File: src/rtl/matrix_scan_pkg.sv
// Shared register map and CTRL bit positions for the matrix scan PIO.
// Double buffering is enabled by defining MATRIX_SCAN_DOUBLE_BUF_EN.
package matrix_scan_pkg;

  localparam int ADDR_CTRL   = 0;
  localparam int ADDR_STATUS = 1;
  localparam int ADDR_ROW0   = 2;

  localparam int CTRL_EN      = 0;
  localparam int CTRL_ROW_INV = 1;
  localparam int CTRL_SWAP    = 2;

endpackage

File: src/rtl/matrix_scan_if.sv
// Avalon-MM slave bus bundle for the matrix scan PIO.
// The master modport drives the bus; the slave modport answers reads.
interface matrix_scan_if #(
  parameter int WIDTH = 16,
  parameter int AW    = 5
);

  logic [AW-1:0]    address;
  logic             chipselect;
  logic             write_n;
  logic [WIDTH-1:0] writedata;
  logic [WIDTH-1:0] readdata;

  modport master (
    output address, chipselect, write_n, writedata,
    input  readdata
  );

  modport slave (
    input  address, chipselect, write_n, writedata,
    output readdata
  );

endinterface

File: src/rtl/matrix_scan_timer.sv
// Row dwell prescaler and row index counter for the matrix scan PIO.
// Both counters sit at zero whenever en is low.
module matrix_scan_timer #(
  parameter int ROWS     = 16,
  parameter int PRESCALE = 5000
) (
  input  logic                    clk,
  input  logic                    reset,
  input  logic                    en,
  output logic [$clog2(ROWS)-1:0] row_idx,
  output logic                    wrap
);

  localparam int PW = $clog2(PRESCALE);
  localparam int RW = $clog2(ROWS);

  logic [PW-1:0] pre;
  logic          tc;

  assign tc   = en && (pre == PW'(PRESCALE - 1));
  assign wrap = tc && (row_idx == RW'(ROWS - 1));

  always_ff @(posedge clk or posedge reset) begin
    if (reset) begin
      pre     <= '0;
      row_idx <= '0;
    end else if (!en) begin
      pre     <= '0;
      row_idx <= '0;
    end else if (tc) begin
      pre     <= '0;
      row_idx <= wrap ? '0 : row_idx + 1'b1;
    end else begin
      pre <= pre + 1'b1;
    end
  end

endmodule

File: src/rtl/matrix_scan_pio.sv
// Avalon-MM row-scanned matrix driver: CTRL/STATUS plus a row buffer.
// Define MATRIX_SCAN_DOUBLE_BUF_EN for a back buffer swapped at frame wrap.
module matrix_scan_pio
  import matrix_scan_pkg::*;
#(
  parameter int WIDTH    = 16,
  parameter int ROWS     = 16,
  parameter int PRESCALE = 5000
) (
  input  logic             clk,
  input  logic             reset,
  matrix_scan_if.slave     bus,
  output logic [ROWS-1:0]  row_sel,
  output logic [WIDTH-1:0] col_data
);

  localparam int AW = $clog2(ROWS + 2);
  localparam int RW = $clog2(ROWS);

  localparam logic [AW-1:0] A_CTRL   = AW'(ADDR_CTRL);
  localparam logic [AW-1:0] A_STATUS = AW'(ADDR_STATUS);
  localparam logic [AW-1:0] A_ROW0   = AW'(ADDR_ROW0);
  localparam logic [AW-1:0] A_LAST   = AW'(ROWS + 1);

  logic             en;
  logic             inv;
  logic             swap_pend;
  logic [RW-1:0]    row_idx;
  logic             wrap;
  logic             wr;
  logic             wr_ctrl;
  logic             wr_row;
  logic             row_hit;
  logic [RW-1:0]    ent;
  logic [ROWS-1:0]  onehot;
  logic [WIDTH-1:0] rd_entry;
  logic [WIDTH-1:0] front [ROWS];

  assign wr      = bus.chipselect & ~bus.write_n;
  assign row_hit = (bus.address >= A_ROW0) && (bus.address <= A_LAST);
  assign ent     = RW'(bus.address - A_ROW0);
  assign wr_ctrl = wr && (bus.address == A_CTRL);
  assign wr_row  = wr && row_hit;
  assign onehot  = ROWS'(1) << row_idx;

  matrix_scan_timer #(
    .ROWS     (ROWS),
    .PRESCALE (PRESCALE)
  ) u_timer (
    .clk     (clk),
    .reset   (reset),
    .en      (en),
    .row_idx (row_idx),
    .wrap    (wrap)
  );

  always_ff @(posedge clk or posedge reset) begin
    if (reset) begin
      en  <= 1'b0;
      inv <= 1'b0;
    end else if (wr_ctrl) begin
      en  <= bus.writedata[CTRL_EN];
      inv <= bus.writedata[CTRL_ROW_INV];
    end
  end

`ifdef MATRIX_SCAN_DOUBLE_BUF_EN
  logic [WIDTH-1:0] back [ROWS];
  logic             do_swap;

  // An idle scanner has no frame boundary to wait for.
  assign do_swap  = swap_pend && (wrap || !en);
  assign rd_entry = back[ent];

  always_ff @(posedge clk or posedge reset) begin
    if (reset) begin
      swap_pend <= 1'b0;
      for (int i = 0; i < ROWS; i++) begin
        front[i] <= '0;
        back[i]  <= '0;
      end
    end else begin
      if (do_swap) begin
        swap_pend <= 1'b0;
        for (int i = 0; i < ROWS; i++) begin
          front[i] <= back[i];
          back[i]  <= front[i];
        end
      end
      if (wr_row)
        back[ent] <= bus.writedata;
      if (wr_ctrl && bus.writedata[CTRL_SWAP])
        swap_pend <= 1'b1;
    end
  end
`else
  logic unused_wrap;

  assign unused_wrap = wrap;
  assign swap_pend   = 1'b0;
  assign rd_entry    = front[ent];

  always_ff @(posedge clk or posedge reset) begin
    if (reset) begin
      for (int i = 0; i < ROWS; i++)
        front[i] <= '0;
    end else if (wr_row) begin
      front[ent] <= bus.writedata;
    end
  end
`endif

  always_ff @(posedge clk or posedge reset) begin
    if (reset) begin
      row_sel  <= '0;
      col_data <= '0;
    end else if (!en) begin
      row_sel  <= '0;
      col_data <= '0;
    end else begin
      row_sel  <= onehot ^ {ROWS{inv}};
      col_data <= front[row_idx];
    end
  end

  always_comb begin
    bus.readdata = '0;
    unique case (1'b1)
      bus.address == A_CTRL: begin
        bus.readdata[CTRL_EN]      = en;
        bus.readdata[CTRL_ROW_INV] = inv;
        bus.readdata[CTRL_SWAP]    = swap_pend;
      end
      bus.address == A_STATUS:
        bus.readdata = WIDTH'(row_idx);
      row_hit:
        bus.readdata = rd_entry;
      default: ;
    endcase
  end

endmodule
File: src/flat_wrapper.sv
// flat-port wrapper written by rule: the top's interface ports become plain ports
module matrix_scan_pio_flat import matrix_scan_pkg::*;
#(
  parameter int WIDTH    = 16,
  parameter int ROWS     = 16,
  parameter int PRESCALE = 5000
)
  (clk, reset, row_sel, col_data, bus_address, bus_chipselect, bus_write_n, bus_writedata, bus_readdata);
  matrix_scan_if #(.WIDTH(WIDTH)) bus_i ();
  input  logic clk;
  input  logic reset;
  output logic [ROWS-1:0] row_sel;
  output logic [WIDTH-1:0] col_data;
  input wire logic [$bits(bus_i.address)-1:0] bus_address;
  input wire logic [$bits(bus_i.chipselect)-1:0] bus_chipselect;
  input wire logic [$bits(bus_i.write_n)-1:0] bus_write_n;
  input wire logic [$bits(bus_i.writedata)-1:0] bus_writedata;
  output wire logic [$bits(bus_i.readdata)-1:0] bus_readdata;
  assign bus_i.address = bus_address;
  assign bus_i.chipselect = bus_chipselect;
  assign bus_i.write_n = bus_write_n;
  assign bus_i.writedata = bus_writedata;
  assign bus_readdata = bus_i.readdata;
  matrix_scan_pio #(.WIDTH(WIDTH), .ROWS(ROWS), .PRESCALE(PRESCALE)) u_core (.clk(clk), .reset(reset), .bus(bus_i), .row_sel(row_sel), .col_data(col_data));
endmodule
File: config.mk
export PLATFORM = sky130hd
export DESIGN_NAME = matrix_scan_pio_flat
export DESIGN_NICKNAME = d
export VERILOG_FILES = /design/src/rtl/matrix_scan_pkg.sv /design/src/rtl/matrix_scan_if.sv /design/src/rtl/matrix_scan_timer.sv /design/src/rtl/matrix_scan_pio.sv /design/src/flat_wrapper.sv
export SDC_FILE = /design/constraint.sdc
export NUM_CORES = 1
export LEC_CHECK = 0
export ABC_AREA = 1
export CELL_PAD_IN_SITES_DETAIL_PLACEMENT = 1
export CELL_PAD_IN_SITES_GLOBAL_PLACEMENT = 1
export CORE_ASPECT_RATIO = 1.25
export CORE_UTILIZATION = 48
export DETAILED_ROUTE_END_ITERATION = 10
export PLACE_DENSITY = 0.92
export SLEW_MARGIN = 20
export SYNTH_ARGS = -nofsm -noshare
export SYNTH_HDL_FRONTEND = slang
export SYNTH_SLANG_ARGS = --single-unit
File: constraint.sdc
create_clock -name clk -period 21.1 [get_ports clk]
set_input_delay 3.165 -clock clk [delete_from_list [all_inputs] [get_ports clk]]
set_output_delay 3.165 -clock clk [all_outputs]
set_load 0.03 [all_outputs]
=== Yosys cells after proc, flatten, opt, wreduce, memory -nomap -nowiden ===
Index checks and enable logic that the tools add are counted.

* Add/subtract/negate cells: 3
* $lt $le $gt $ge: 5
* Eq/ne operators: 4
* Shift operators: 1
* Mux-type cells: 18
* Bitwise operators: 5
* Reduce and logical (&&, ||, !) cells: 7

{| class="wikitable"
|+ Operators with widths
! kind !! count
|-
| bitwise mux 256 bit || 1
|-
| binary-select mux 16 bit (select 4 bit) || 2
|-
| two-way mux 16 bit || 7
|-
| demux 16 bit (select 4 bit) || 1
|-
| two-way mux 13 bit || 2
|-
| case mux 13 bit (2 select lines) || 1
|-
| left shift 1 x 4 -> 16 bit (first input constant) || 1
|-
| XOR 16 bit || 1
|-
| adder 13 x 1 -> 13 bit (second input constant) || 1
|-
| equality test 13 bit (second input constant) || 1
|-
| two-way mux 4 bit || 3
|-
| >= comparator 5 bit (second input constant) || 2
|-
| NOT 4 -> 5 bit || 2
|-
| case mux 3 bit (3 select lines) || 1
|-
| logical AND 1 bit || 6
|-
| equality test 5 x 1 -> 1 bit (second input constant) || 1
|-
| >= comparator 5 x 2 -> 1 bit (second input constant) || 1
|-
| less-or-equal comparator 5 bit (second input constant) || 1
|-
| logical NOT 5 bit || 1
|-
| < comparator 5 x 1 -> 1 bit (second input constant) || 1
|-
| adder 4 x 1 -> 4 bit (second input constant) || 1
|-
| equality test 4 bit (second input constant) || 1
|-
| subtractor 4 x 2 -> 4 bit (second input constant) || 1
|-
| != test 2 bit (second input constant) || 1
|-
| other kinds (2) || 2
|}

* Register bits: 307
* Bits of input ports: 25
* Output and inout bits: 48
* Word-level logic and storage cells: 65

=== Depth between registers and ports, before layout ===
Gate-level depths: netlist (run 1).

* Depth in word-level cells: 7
* Depth in mapped cells: 14
* Mapped depth without buffers: 11

=== Hierarchy ===
From an unflattened synthesis (run 1), not the netlist that was laid out.

* Cell total of the unflattened synthesis: 2,374
* Area total of the unflattened synthesis: 16,719.8 sq um

{| class="wikitable"
|+ By module, submodules not included
! module !! times used !! cells each !! area each (sq um) !! seq. area each (sq um)
|-
| matrix_scan_pio || 1 || 2,248 || 15,758.9 || 7,257.0
|-
| matrix_scan_timer || 1 || 126 || 960.9 || 425.4
|}

=== Least setup slack after synthesis (run 1) ===
OpenSTA, ideal clock, no wires.

* Path kind: input -> output
* From: in bus_address[1]
* To: out bus_readdata[11]
* Arrival: 5.205 ns
* Data required time: 17.935 ns
* Setup slack: 12.730 ns
* Stages: 12
* Path buffers: 4
* Cell sequence: buf_4 -> inv_4 -> clkbuf_1 -> ha_1 -> nand3_1 -> nand2_1 -> nor2_1 -> nor2_2 -> buf_4 -> buf_2 -> nand3_1 -> nor2_1

* Word-level cells in the longest chain between the ends: 6
* Elaborated cells on any way between the ends: 10
* Classes of those cells: add/sub: 1; order compare: 2; eq/ne: 1; mux: 4; bitwise: 1; reduce/logical: 1

{| class="wikitable"
|+ RTL lines
! item !! line !! text
|-
| start: declaration || flat_wrapper.sv:14 || <nowiki>input wire logic [$bits(bus_i.address)-1:0] bus_address;</nowiki>
|-
| subtractor 4 x 2 -> 4 bit || matrix_scan_pio.sv:41 || <nowiki>assign ent = RW'(bus.address - A_ROW0);</nowiki>
|-
| NOT 4 -> 5 bit (not written as such) || matrix_scan_pio.sv:101 || <nowiki>assign rd_entry = front[ent];</nowiki>
|-
| binary-select mux 16 bit (select 4 bit) || matrix_scan_pio.sv:101 ||
|-
| two-way mux 16 bit (not written as such) (2 in series) || matrix_scan_pio.sv:101 ||
|-
| case mux 13 bit (2 select lines) (*) || matrix_scan_pio.sv:128 || <nowiki>unique case (1'b1)</nowiki>
|-
| end: declaration || flat_wrapper.sv:18 || <nowiki>output wire logic [$bits(bus_i.readdata)-1:0] bus_readdata;</nowiki>
|}

Every way passes the cells marked *; elsewhere a longest branch is shown, timed or not. The select of a mux whose other input is x is not followed.

=== Worst setup path in the final report (run 1) ===
* From: in bus_address[1]
* To: out bus_readdata[9]

Same word-level chain as after synthesis.

==> results by group, run 1 <==
Drt
  • WL per Instance: roughly 21 um
  • Routed WL: between 60 and 70 mm
  • Antenna viol nets, final: 0
  • Iteration-0 DRC Markers: approximately 1500
  • DRC Markers: 0
  • Vias: 18000
  • Pre-antenna DRT Iters: 5
  • Drt via density: 5.76

Yosys
  • Post-synth top area share: 0.437
  • Yosys warnings: 0
  • FF+latch count, synth: 307
  • Syn Inst Count: about 2600
  • Sequential element share of the synthesized area: 0.437
  • Synth cell types: 29
  • Syn Nets: 2680
  • Largest area contributor in the netlist: dfrtp_1
  • Synthesized area: 17600 um2
  • Top post-synthesis cells by area: dfrtp_1 (44%), nand2_1 (30%), nor2_1 (4.4%)
  • Syn_area_per_cell: 6.65 um2

Clock network
  • TritonCTS clock tree: built
  • CTS sink cnt: 307
  • Post-cts sizing count: 0
  • Worst-Skew Late Latency: 0.53 ns
  • Worst-path clk slew: approximately 0.050 ns
  • H-tree depth: 2
  • Root Buffer: clkbuf_16
  • CTS Buf Count: 35
  • Hold buffers post-CTS: 0
  • Clock Path Buffers: 3
  • Postcts setup bufs: 0

Floorplanning
  • Core area: 36200 um2
  • Die height: 216 um
  • I/O pins: 73
  • Initial Util: 0.486
  • # rows: 78
  • Die width: 173 um
  • Full die area: 37400 um2

Flow run
  • Maxcap violations: 0

Timing
  • Period Utilization, post-route: 0.491
  • Fin Hold WS: around 0.47 ns
  • Worst Tran Pin Value: 1.14 ns
  • Count of final hold-check violations: 0
  • Clock skew: 0.0121 ns
  • Relative slew slack: 0.235
  • Final setup TNS: 0 ns
  • Fmax: 96.4 MHz
  • Crit path time final: 10.37 ns
  • Final setup viols: 0
  • RSZ-0062 raised after global routing: no
  • Max Slew Vio Count: 0

Final layout
  • Fin util: 0.542
  • Share of layout cells above drive strength 1: 0.0459
  • Filler cells: 4768
  • Synth-to-layout area growth: 11.5%
  • Area of the multi-input gates: 8460 um2
  • Flip-flop and latch area: 7690 um2
  • Fin nets: 2648
  • N_diodes: 0
  • Design area: slightly below 20000 um2

Setup path
  • Worst EP arrival: 7.20 ns
  • Worst-path fanout max: 37
  • Setup CP Type: input port to primary output
  • Crit path capture type: primary output
  • CP startpoint kind: input port
  • Data required time of the critical path: 17.94 ns

Global route
  • Largest net degree at the start of global routing: ~120
  • Antenna violations before repair: 0
  • First-pass GRT wire length: 104 mm
  • Vias in the first global route: 18600
  • Total Routing Usage GR: 0.361
  • Global route overflow: 0

Pwr
  • P_leak: 10.4 nW
  • Worst vdd ir: 0.0000544 V
  • PwrDens: 91.7 nW/um2

Placement
  • Hpwl dp: 42.5 mm
  • DP Area: approximately 18000 um2
  • PortBufs: 72
  • Gpl congestion: between 0.8 and 0.9

Run status
  • Status: complete, no violations

Worst hold path
  • Hold Crit Class: flop to flop
[critical path, cell delays in order]
cell             delay, ns
clkdlybuf4s50_1       0.74
inv_4                 0.37
nand2_2               0.64
nor2_2                0.33
nor2_1                0.10
nor2_4                0.20
buf_4                 0.51
nand3_1               0.14
nor2_1                0.25
clkdlybuf4s50_1       0.72
[final cells by class]
class,count,area share
clock buffers,51,0.0545
flip-flops and latches,307,0.392
multi-input cells,1973,0.431
well taps,480,0.0306
inverters,204,0.0395
repair buffers,94,0.0453
clock inverters,8,0.00727
[power by group]
part	internal, mW	switching, mW	total (mW)
registers	0.690	0.0762	0.766
clock network	0.399	0.254	0.653
logic	0.126	0.254	0.380
[kinds of logic (layout without fill, tap and decap cells)]
group | count (synthesis) | count (layout) | synth area share
DFF | 307 | 307 | 0.437
xor gates and xnor gates | 4 | 4 | 0.00199
buffers and inverters | 367 | 357 | 0.0831
and+or+nand+nor | 1723 | 1723 | 0.394
AOI/OAI and AO/OA | 238 | 238 | 0.0783
adders and majority gates | 8 | 8 | 0.00569
[sequential cells by signal, indices dropped and copies added (netlist names)]
register	flops
u_core.row_sel	16
u_core.front	256
u_core.u_timer.pre	13
u_core.u_timer.row_idx	4
u_core.inv	1
u_core.col_data	16
u_core.en	1
[cell usage in the layout, fill, tap and decap left out, drive strengths merged]
cell	count
nand2	1388
dfrtp	307
nor2	226
inv	204
o21ai	90
clkdlybuf4s50	72
a21oi	61
o211ai	54
nand3	54
clkbuf	51
nor3	29
o22ai	22
buf	22
nand4	17
nand3b	8
ha	8
a31oi	6
o21bai	5
xor2	4
bufinv	4
clkinv	3
nor3b	1
clkinvlp	1
[through the flow]
step           setup WS (ns)  power [mW]  instances
2_1_floorplan           9.45        1.00       2647
6_report               10.73        1.80       3117
4_1_cts                10.83        1.80       3117
3_3_place_gp           10.94        1.12       3058
5_1_grt                10.68        1.88       3117
3_5_place_dp           10.84        1.14       3058
[per-layer routing]
| metal | routed length (um) | track usage | vias up |
|---|---|---|---|
| li1 | - | - | 8040 |
| met1 | 26100 | 0.452 | 8781 |
| met2 | 32300 | 0.607 | 902 |
| met3 | 5140 | 0.0470 | 235 |
| met4 | 3370 | 0.196 | 0 |
| met5 | 0 | 0 | - |
[worst paths after layout]
check	from	endpoint	slack, ns	cells after the start
setup / recovery	bus_address[1]	bus_readdata[9]	10.73	10
hold / removal	u_core.front[178]$_DFFE_PP0P_	u_core.front[178]$_DFFE_PP0P_	0.47	2
setup reg to reg	u_core.u_timer.row_idx[0]$_DFFE_PP0P_	u_core.col_data[12]$_DFF_PP0_	18.13	8
hold reg to reg	u_core.front[178]$_DFFE_PP0P_	u_core.front[178]$_DFFE_PP0P_	0.47	2
max in group asynchronous	reset	u_core.front[173]$_DFFE_PP0P_	15.98	4
min in group asynchronous	reset	u_core.u_timer.pre[2]$_DFF_PP0_	3.23	2
[synthesized netlist by cell type (all sizes together)]
| cell type | instances |
|---|---|
| a21oi | 61 |
| a31oi | 6 |
| buf | 59 |
| clkbuf | 104 |
| dfrtp | 307 |
| ha | 8 |
| inv | 204 |
| nand2 | 1388 |
| nand3 | 54 |
| nand3b | 8 |
| nand4 | 17 |
| nor2 | 226 |
| nor3 | 29 |
| nor3b | 1 |
| o211ai | 54 |
| o21ai | 90 |
| o21bai | 5 |
| o22ai | 22 |
| xor2 | 4 |
Power figures use the tool's default switching activity.
==> inputs of run 2 (changes only) <==
- CORE_UTILIZATION: 48 -> 40
- PLACE_DENSITY: 0.92 -> 0.83
- clock period: 21.1 -> 9.4 ns (I/O delays scaled with it)
==> run 2 against run 1 <==
  * Clock skew is 0.012 ns higher
  * Core utilization is 8.5 points lower
  * Worst setup slack worse by 8.2 ns
  * Final area is 0.50% higher
  * Cell count is 2.9% higher
  * Combinational power is 120% higher
  * Clock power is 120% higher
  * Largest power group unchanged
  * Register-to-register slack worse by 12 ns
  * Die area is 20% higher
  * Count of clock-buffer cells in the layout is 2 lower
  * Critical path type unchanged
  * Power is 120% higher
  * Flip-flop and latch count stayed put
==> results by group, run 2 (synthesized netlist as in run 1, its figures left out) <==
Timing
  • Max Slew Vio Count: 0 (unchanged)
  • Count of final hold-check violations: 0 (unchanged)
  • Clock skew: 0.0236 ns (+0.0116 ns)
  • Fin Hold WS: 0.469 ns (-0.00180 ns)
  • Final setup TNS: 0 ns (unchanged)
  • Relative slew slack: 0.197 (-0.0384)
  • Fmax: 145 MHz
  • Final setup viols: 0 (unchanged)
  • Worst Tran Pin Value: 1.20 ns (+0.0599 ns)
  • RSZ-0062 raised after global routing: no
  • Crit path time final: between 6 and 7 ns
  • Period Utilization, post-route: 0.732

Final layout
  • Area of the multi-input gates: 8460 um2 (about the same)
  • Most frequent cells in the layout: nand2_1 (1387), dfrtp_1 (305), nor2_1 (205), inv_1 (198), o21ai_0 (89)
  • Max reg flops: 256 (unchanged)
  • Top flop regs: u_core.front: 256 flops, u_core.col_data: 16 flops, u_core.row_sel: 16 flops
  • Synth-to-layout area growth: 12.1%
  • Share of layout cells above drive strength 1: 0.0477 (+0.00181)
  • N_diodes: 0 (unchanged)
  • Reg with most FFs: u_core.front
  • Fin nets: 2651 (+0.11%)
  • Filler cells: 5658 (+19%)
  • Commonest non-fill, non-tap cell in the layout: nand2_1
  • Flip-flop and latch area: 7690 um2 (unchanged)

Clock network
  • Post-cts sizing count: 0 (unchanged)
  • CTS sink cnt: 307 (unchanged)
  • Clock Path Buffers: 3 (unchanged)
  • Worst-Skew Late Latency: 0.56 ns (+0.03 ns)
  • CTS Buf Count: 36 (+2.9%)
  • Root Buffer: clkbuf_16
  • Hold buffers post-CTS: 0 (unchanged)
  • Worst-path clk slew: 0.06 ns (about the same)
  • Postcts setup bufs: 0 (unchanged)
  • TritonCTS clock tree: built
  • H-tree depth: 2 (unchanged)

Floorplanning
  • Full die area: 44800 um2 (+20%)
  • Die width: 190 um (+9.4%)
  • Die height: 236 um (+9.5%)
  • Initial Util: 0.407 (-0.0784)
  • Core area: 43200 um2 (+19%)
  • I/O pins: 73 (unchanged)
  • # rows: 85 (+9.0%)

Setup path
  • Worst-path fanout max: 37 (unchanged)
  • WP buf/inv: 3 (-1)
  • FF-to-FF path depth: 8 (unchanged)
  • Top delay family on crit path: simple AND/OR/NAND/NOR gates
  • CP max stage delay: 0.78 ns (+0.04 ns)
  • Crit path capture type: primary output
  • CP Depth: 9 (-1)
  • Worst EP arrival: 5.47 ns (-1.73 ns)
  • CP max-delay cell: clkdlybuf4s50_1
  • Data required time of the critical path: 7.99 ns (-9.95 ns)
  • CP startpoint kind: input port
  • Setup slack, reg-to-reg: 6.57 ns (-11.56 ns)
  • CP cell instances: clkdlybuf4s50_1, inv_4, nand2_2, nor2_2, nor2_1, nor2_4, nand3_1, nor2_1, clkdlybuf4s50_1
  • Setup CP Type: input port to primary output

Global route
  • First-pass GRT wire length: 106 mm (+1.6%)
  • Vias in the first global route: 18300 (-1.5%)
  • Antenna violations before repair: 0 (unchanged)
  • Largest net degree at the start of global routing: 156 (+33%)
  • Total Routing Usage GR: 0.308 (-0.0529)
  • Global route overflow: 0 (unchanged)

Drt
  • Routed WL: 67.7 mm (+1.2%)
  • DRC Markers: 0 (unchanged)
  • Drt via density: 5.49 (-4.7%)
  • Pre-antenna DRT Iters: 5 (unchanged)
  • WL per Instance: 21.1 um (-1.6%)
  • Vias: 17600 (-2.0%)
  • Antenna viol nets, final: 0 (unchanged)
  • Iteration-0 DRC Markers: 1535 (-0.52%)

Flow run
  • Maxcap violations: 0 (unchanged)

Pwr
  • Worst vdd ir: 0.000148 V (+170%)
  • P_leak: 10.4 nW (about the same)
  • PwrDens: 202 nW/um2 (+120%)

Worst hold path
  • Hold depth: 2 (unchanged)
  • Hold Crit Class: flop to flop

Placement
  • Gpl congestion: 0.874 (-2.1%)
  • PortBufs: 72 (unchanged)
  • Hpwl dp: 42.9 mm (+0.92%)

Run status
  • Status: complete, no violations
==> run 2: per-stage QoR <==
step	worst slack (ns)	instance area (um2)	utilization	power [mW]	cells
after floorplan	3.91	17600	-	2.26	2647
after global placement	2.66	18500	0.429	2.52	3144
after detailed placement	2.60	18500	0.429	2.57	3144
after CTS	2.56	19700	0.456	4.00	3206
after global routing	2.43	19700	0.457	4.18	3207
final	2.52	19700	0.457	3.99	3207
==> run 2: layout make-up <==
type                       count  area share
clock inverter                13     0.00635
multi-input combinational   1973       0.429
inverter                     204      0.0391
tap                          565      0.0359
sequential                   307       0.390
clock buffer                  49      0.0528
timing repair buffer          96      0.0470
==> run 2: final timing paths <==
| path | end | startpoint |
|---|---|---|
| worst max-delay path | bus_readdata[6] | bus_address[1] |
| worst min-delay path | u_core.front[154]$_DFFE_PP0P_ | u_core.front[154]$_DFFE_PP0P_ |
| worst max register to register | u_core.col_data[6]$_DFF_PP0_ | u_core.u_timer.row_idx[0]$_DFFE_PP0P_ |
| worst min register to register | u_core.front[154]$_DFFE_PP0P_ | u_core.front[154]$_DFFE_PP0P_ |
| max in group asynchronous | u_core.front[21]$_DFFE_PP0P_ | reset |
| min in group asynchronous | u_core.front[96]$_DFFE_PP0P_ | reset |
==> run 2: per-layer routing <==
| layer | track usage | part of all wire |
|---|---|---|
| met5 | 0 | 0 |
| met4 | 0.137 | 0.042 |
| met3 | 0.0468 | 0.067 |
| met2 | 0.517 | 0.48 |
| met1 | 0.391 | 0.41 |
==> run 2: power breakdown <==
part | internal, mW | switching (mW) | total, mW
combinational | 0.284 | 0.562 | 0.846
clock | 0.830 | 0.601 | 1.43
sequential | 1.55 | 0.165 | 1.71
total | 2.66 | 1.33 | 3.99
==> run 2: worst reg2reg max path: stages, from the launching register on <==
cell and delay (ns):
dfrtp_4 0.85, buf_4 0.88, nand2_1 0.20, o211ai_1 0.13
nand2_1 0.18, nand2_1 0.12, nand2_1 0.08, nor2_1 0.17
nor2_1 0.07
==> inputs of run 3 (changes only) <==
- CORE_UTILIZATION: 40 -> 44
- PLACE_DENSITY: 0.83 -> 0.86
- clock period: 9.4 -> 7.05 ns (I/O delays scaled with it)
==> run 3 against run 2 <==
  * Critical path depth up 3
  * Highest routed layer is now met5
  * Final area down 0.15%
  * Count of clock-buffer cells in the layout up 1
  * Via count up 1.2%
  * Critical endpoint is now bus_readdata[14]
  * Global-route usage up 2.8 points
  * Sequential share of layout area up 0.057 points
==> results by group, run 3 (synthesized netlist as in run 1, its figures left out) <==
Run status
  • Status: complete, no violations

Final layout
  • Most frequent cells in the layout: nand2_1 (1387), dfrtp_1 (305), nor2_1 (205), inv_1 (198), o21ai_0 (89)
  • Max reg flops: 256 (unchanged)
  • Top flop regs: u_core.front: 256 flops, u_core.col_data: 16 flops, u_core.row_sel: 16 flops
  • Post-Layout Cell Count: 3143 (-2.0%)
  • Reg with most FFs: u_core.front
  • Fin nets: 2654 (+0.11%)
  • N_diodes: 0 (unchanged)
  • Design area: 19700 um2 (-0.15%)
  • Share of layout cells above drive strength 1: 0.0480 (+0.000324)
  • Synth-to-layout area growth: 11.9%
  • Commonest non-fill, non-tap cell in the layout: nand2_1
  • Flip-flop and latch area: 7690 um2 (unchanged)
  • Area of the multi-input gates: 8460 um2 (unchanged)
  • Filler cells: 5076 (-10%)

Floorplanning
  • Full die area: 40800 um2 (-9.0%)
  • Initial Util: 0.449 (+0.0411)
  • I/O pins: 73 (unchanged)
  • Die width: 181 um (-4.6%)
  • # rows: 81 (-4.7%)
  • Die height: 226 um (-4.6%)
  • Core area: 39200 um2 (-9.2%)

Placement
  • PortBufs: 72 (unchanged)
  • Hpwl dp: 42.7 mm (-0.39%)
  • Gpl congestion: 0.924 (+5.7%)
  • DP Area: 18500 um2 (-0.22%)
  • Dpl cells: 3081 (-2.0%)

Timing
  • Clock skew: 0.00937 ns (-0.0143 ns)
  • Final setup TNS: 0 ns (unchanged)
  • Fin Hold WS: 0.470 ns (+0.000544 ns)
  • Crit path time final: 5.91 ns
  • Count of final hold-check violations: 0 (unchanged)
  • Fmax: 169 MHz
  • Max Slew Vio Count: 0 (unchanged)
  • Relative slew slack: 0.217 (+0.0199)
  • Final setup viols: 0 (unchanged)
  • RSZ-0062 raised after global routing: no
  • Period Utilization, post-route: 0.839
  • Worst Tran Pin Value: 1.17 ns (-0.0299 ns)

Clock network
  • Worst-path clk slew: 0.06 ns (about the same)
  • Root Buffer: clkbuf_16
  • TritonCTS clock tree: built
  • CTS Buf Count: 35 (-2.8%)
  • Post-cts sizing count: 0 (unchanged)
  • Postcts setup bufs: 0 (unchanged)
  • CTS sink cnt: 307 (unchanged)
  • Hold buffers post-CTS: 0 (unchanged)
  • Worst-Skew Late Latency: 0.54 ns (-0.02 ns)
  • Clock Path Buffers: 3 (unchanged)
  • H-tree depth: 2 (unchanged)

Setup path
  • Worst EP arrival: 4.86 ns (-0.61 ns)
  • Crit path capture type: primary output
  • CP startpoint kind: input port
  • Data required time of the critical path: 5.99 ns (-2.00 ns)
  • Setup CP Type: input port to primary output
  • Worst-path fanout max: 19 (-49%)

Drt
  • DRC Markers: 0 (unchanged)
  • Vias: 17800 (+1.2%)
  • Iteration-0 DRC Markers: 1470 (-4.2%)
  • Pre-antenna DRT Iters: 6 (+1)
  • WL per Instance: 21.5 um (+1.8%)
  • Drt via density: 5.67 (+3.2%)
  • Routed WL: 67.5 mm (-0.22%)
  • Antenna viol nets, final: 0 (unchanged)

Global route
  • Global route overflow: 0 (unchanged)
  • Total Routing Usage GR: 0.337 (+0.0281)
  • Antenna violations before repair: 2 (+2)
  • First-pass GRT wire length: 105 mm (-0.45%)
  • Vias in the first global route: 18500 (+0.78%)
  • Largest net degree at the start of global routing: 187 (+20%)

Pwr
  • Final Power: 5.34 mW (+34%)
  • P_leak: 10.5 nW (+0.22%)
  • Worst vdd ir: 0.000160 V (+7.5%)
  • PwrDens: 271 nW/um2 (+34%)

Flow run
  • Maxcap violations: 0 (unchanged)

Worst hold path
  • Hold Crit Class: flop to flop
## run 3: area by class of cell
| cell class | count | share of cell area |
|---|---|---|
| clock inverters | 11 | 0.00693 |
| repair buffers | 100 | 0.0496 |
| well taps | 498 | 0.0316 |
| clock buffers | 50 | 0.0526 |
| multi-input cells | 1973 | 0.430 |
| inverters | 204 | 0.0392 |
| flip-flops and latches | 307 | 0.390 |
## run 3: metrics by stage
stage,utilization,worst slack [ns]
2_1_floorplan,-,1.91
3_3_place_gp,0.471,1.41
3_5_place_dp,0.471,1.28
4_1_cts,0.501,1.30
5_1_grt,0.502,1.07
6_report,0.502,1.14
## run 3: metal layers
layer,up-vias,routed length (um),track usage
met5,-,13,0
met4,2,3240,0.173
met3,198,4980,0.0588
met2,719,31900,0.559
met1,8841,27400,0.420
li1,8048,-,-
## run 3: worst max-delay path, stage by stage
cell and delay (ns):
clkdlybuf4s50_1 0.94, inv_4 0.23, ha_1 0.32, inv_2 0.06
nand2_1 0.04, nand2_1 0.12, nand2_1 0.15, inv_1 0.68
o21ai_0 0.34, nand2_1 0.23, nor2_1 0.07, clkdlybuf4s50_1 0.59
## run 3: power by group
part           leakage (nW)  switching, mW  internal (mW)  total, mW
clock network         0.578          0.779           1.13       1.91
registers              4.04          0.218           2.07       2.28
logic                  5.85          0.764          0.380       1.14
total                  10.5           1.76           3.58       5.34
## run 3: worst paths after layout
kind                                                       startpoint                            end  slack (ns)  cells past startpoint
worst max-delay path                                   bus_address[1]               bus_readdata[14]        1.14                     12
worst min-delay path                     u_core.front[42]$_DFFE_PP0P_   u_core.front[42]$_DFFE_PP0P_        0.47                      2
worst max register to register  u_core.u_timer.row_idx[0]$_DFFE_PP0P_  u_core.col_data[12]$_DFF_PP0_        4.20                      9
worst min register to register           u_core.front[42]$_DFFE_PP0P_   u_core.front[42]$_DFFE_PP0P_        0.47                      2
min in group asynchronous                                       reset   u_core.front[96]$_DFFE_PP0P_        0.90                      2
max in group asynchronous                                       reset   u_core.front[11]$_DFFE_PP0P_        4.74                      4
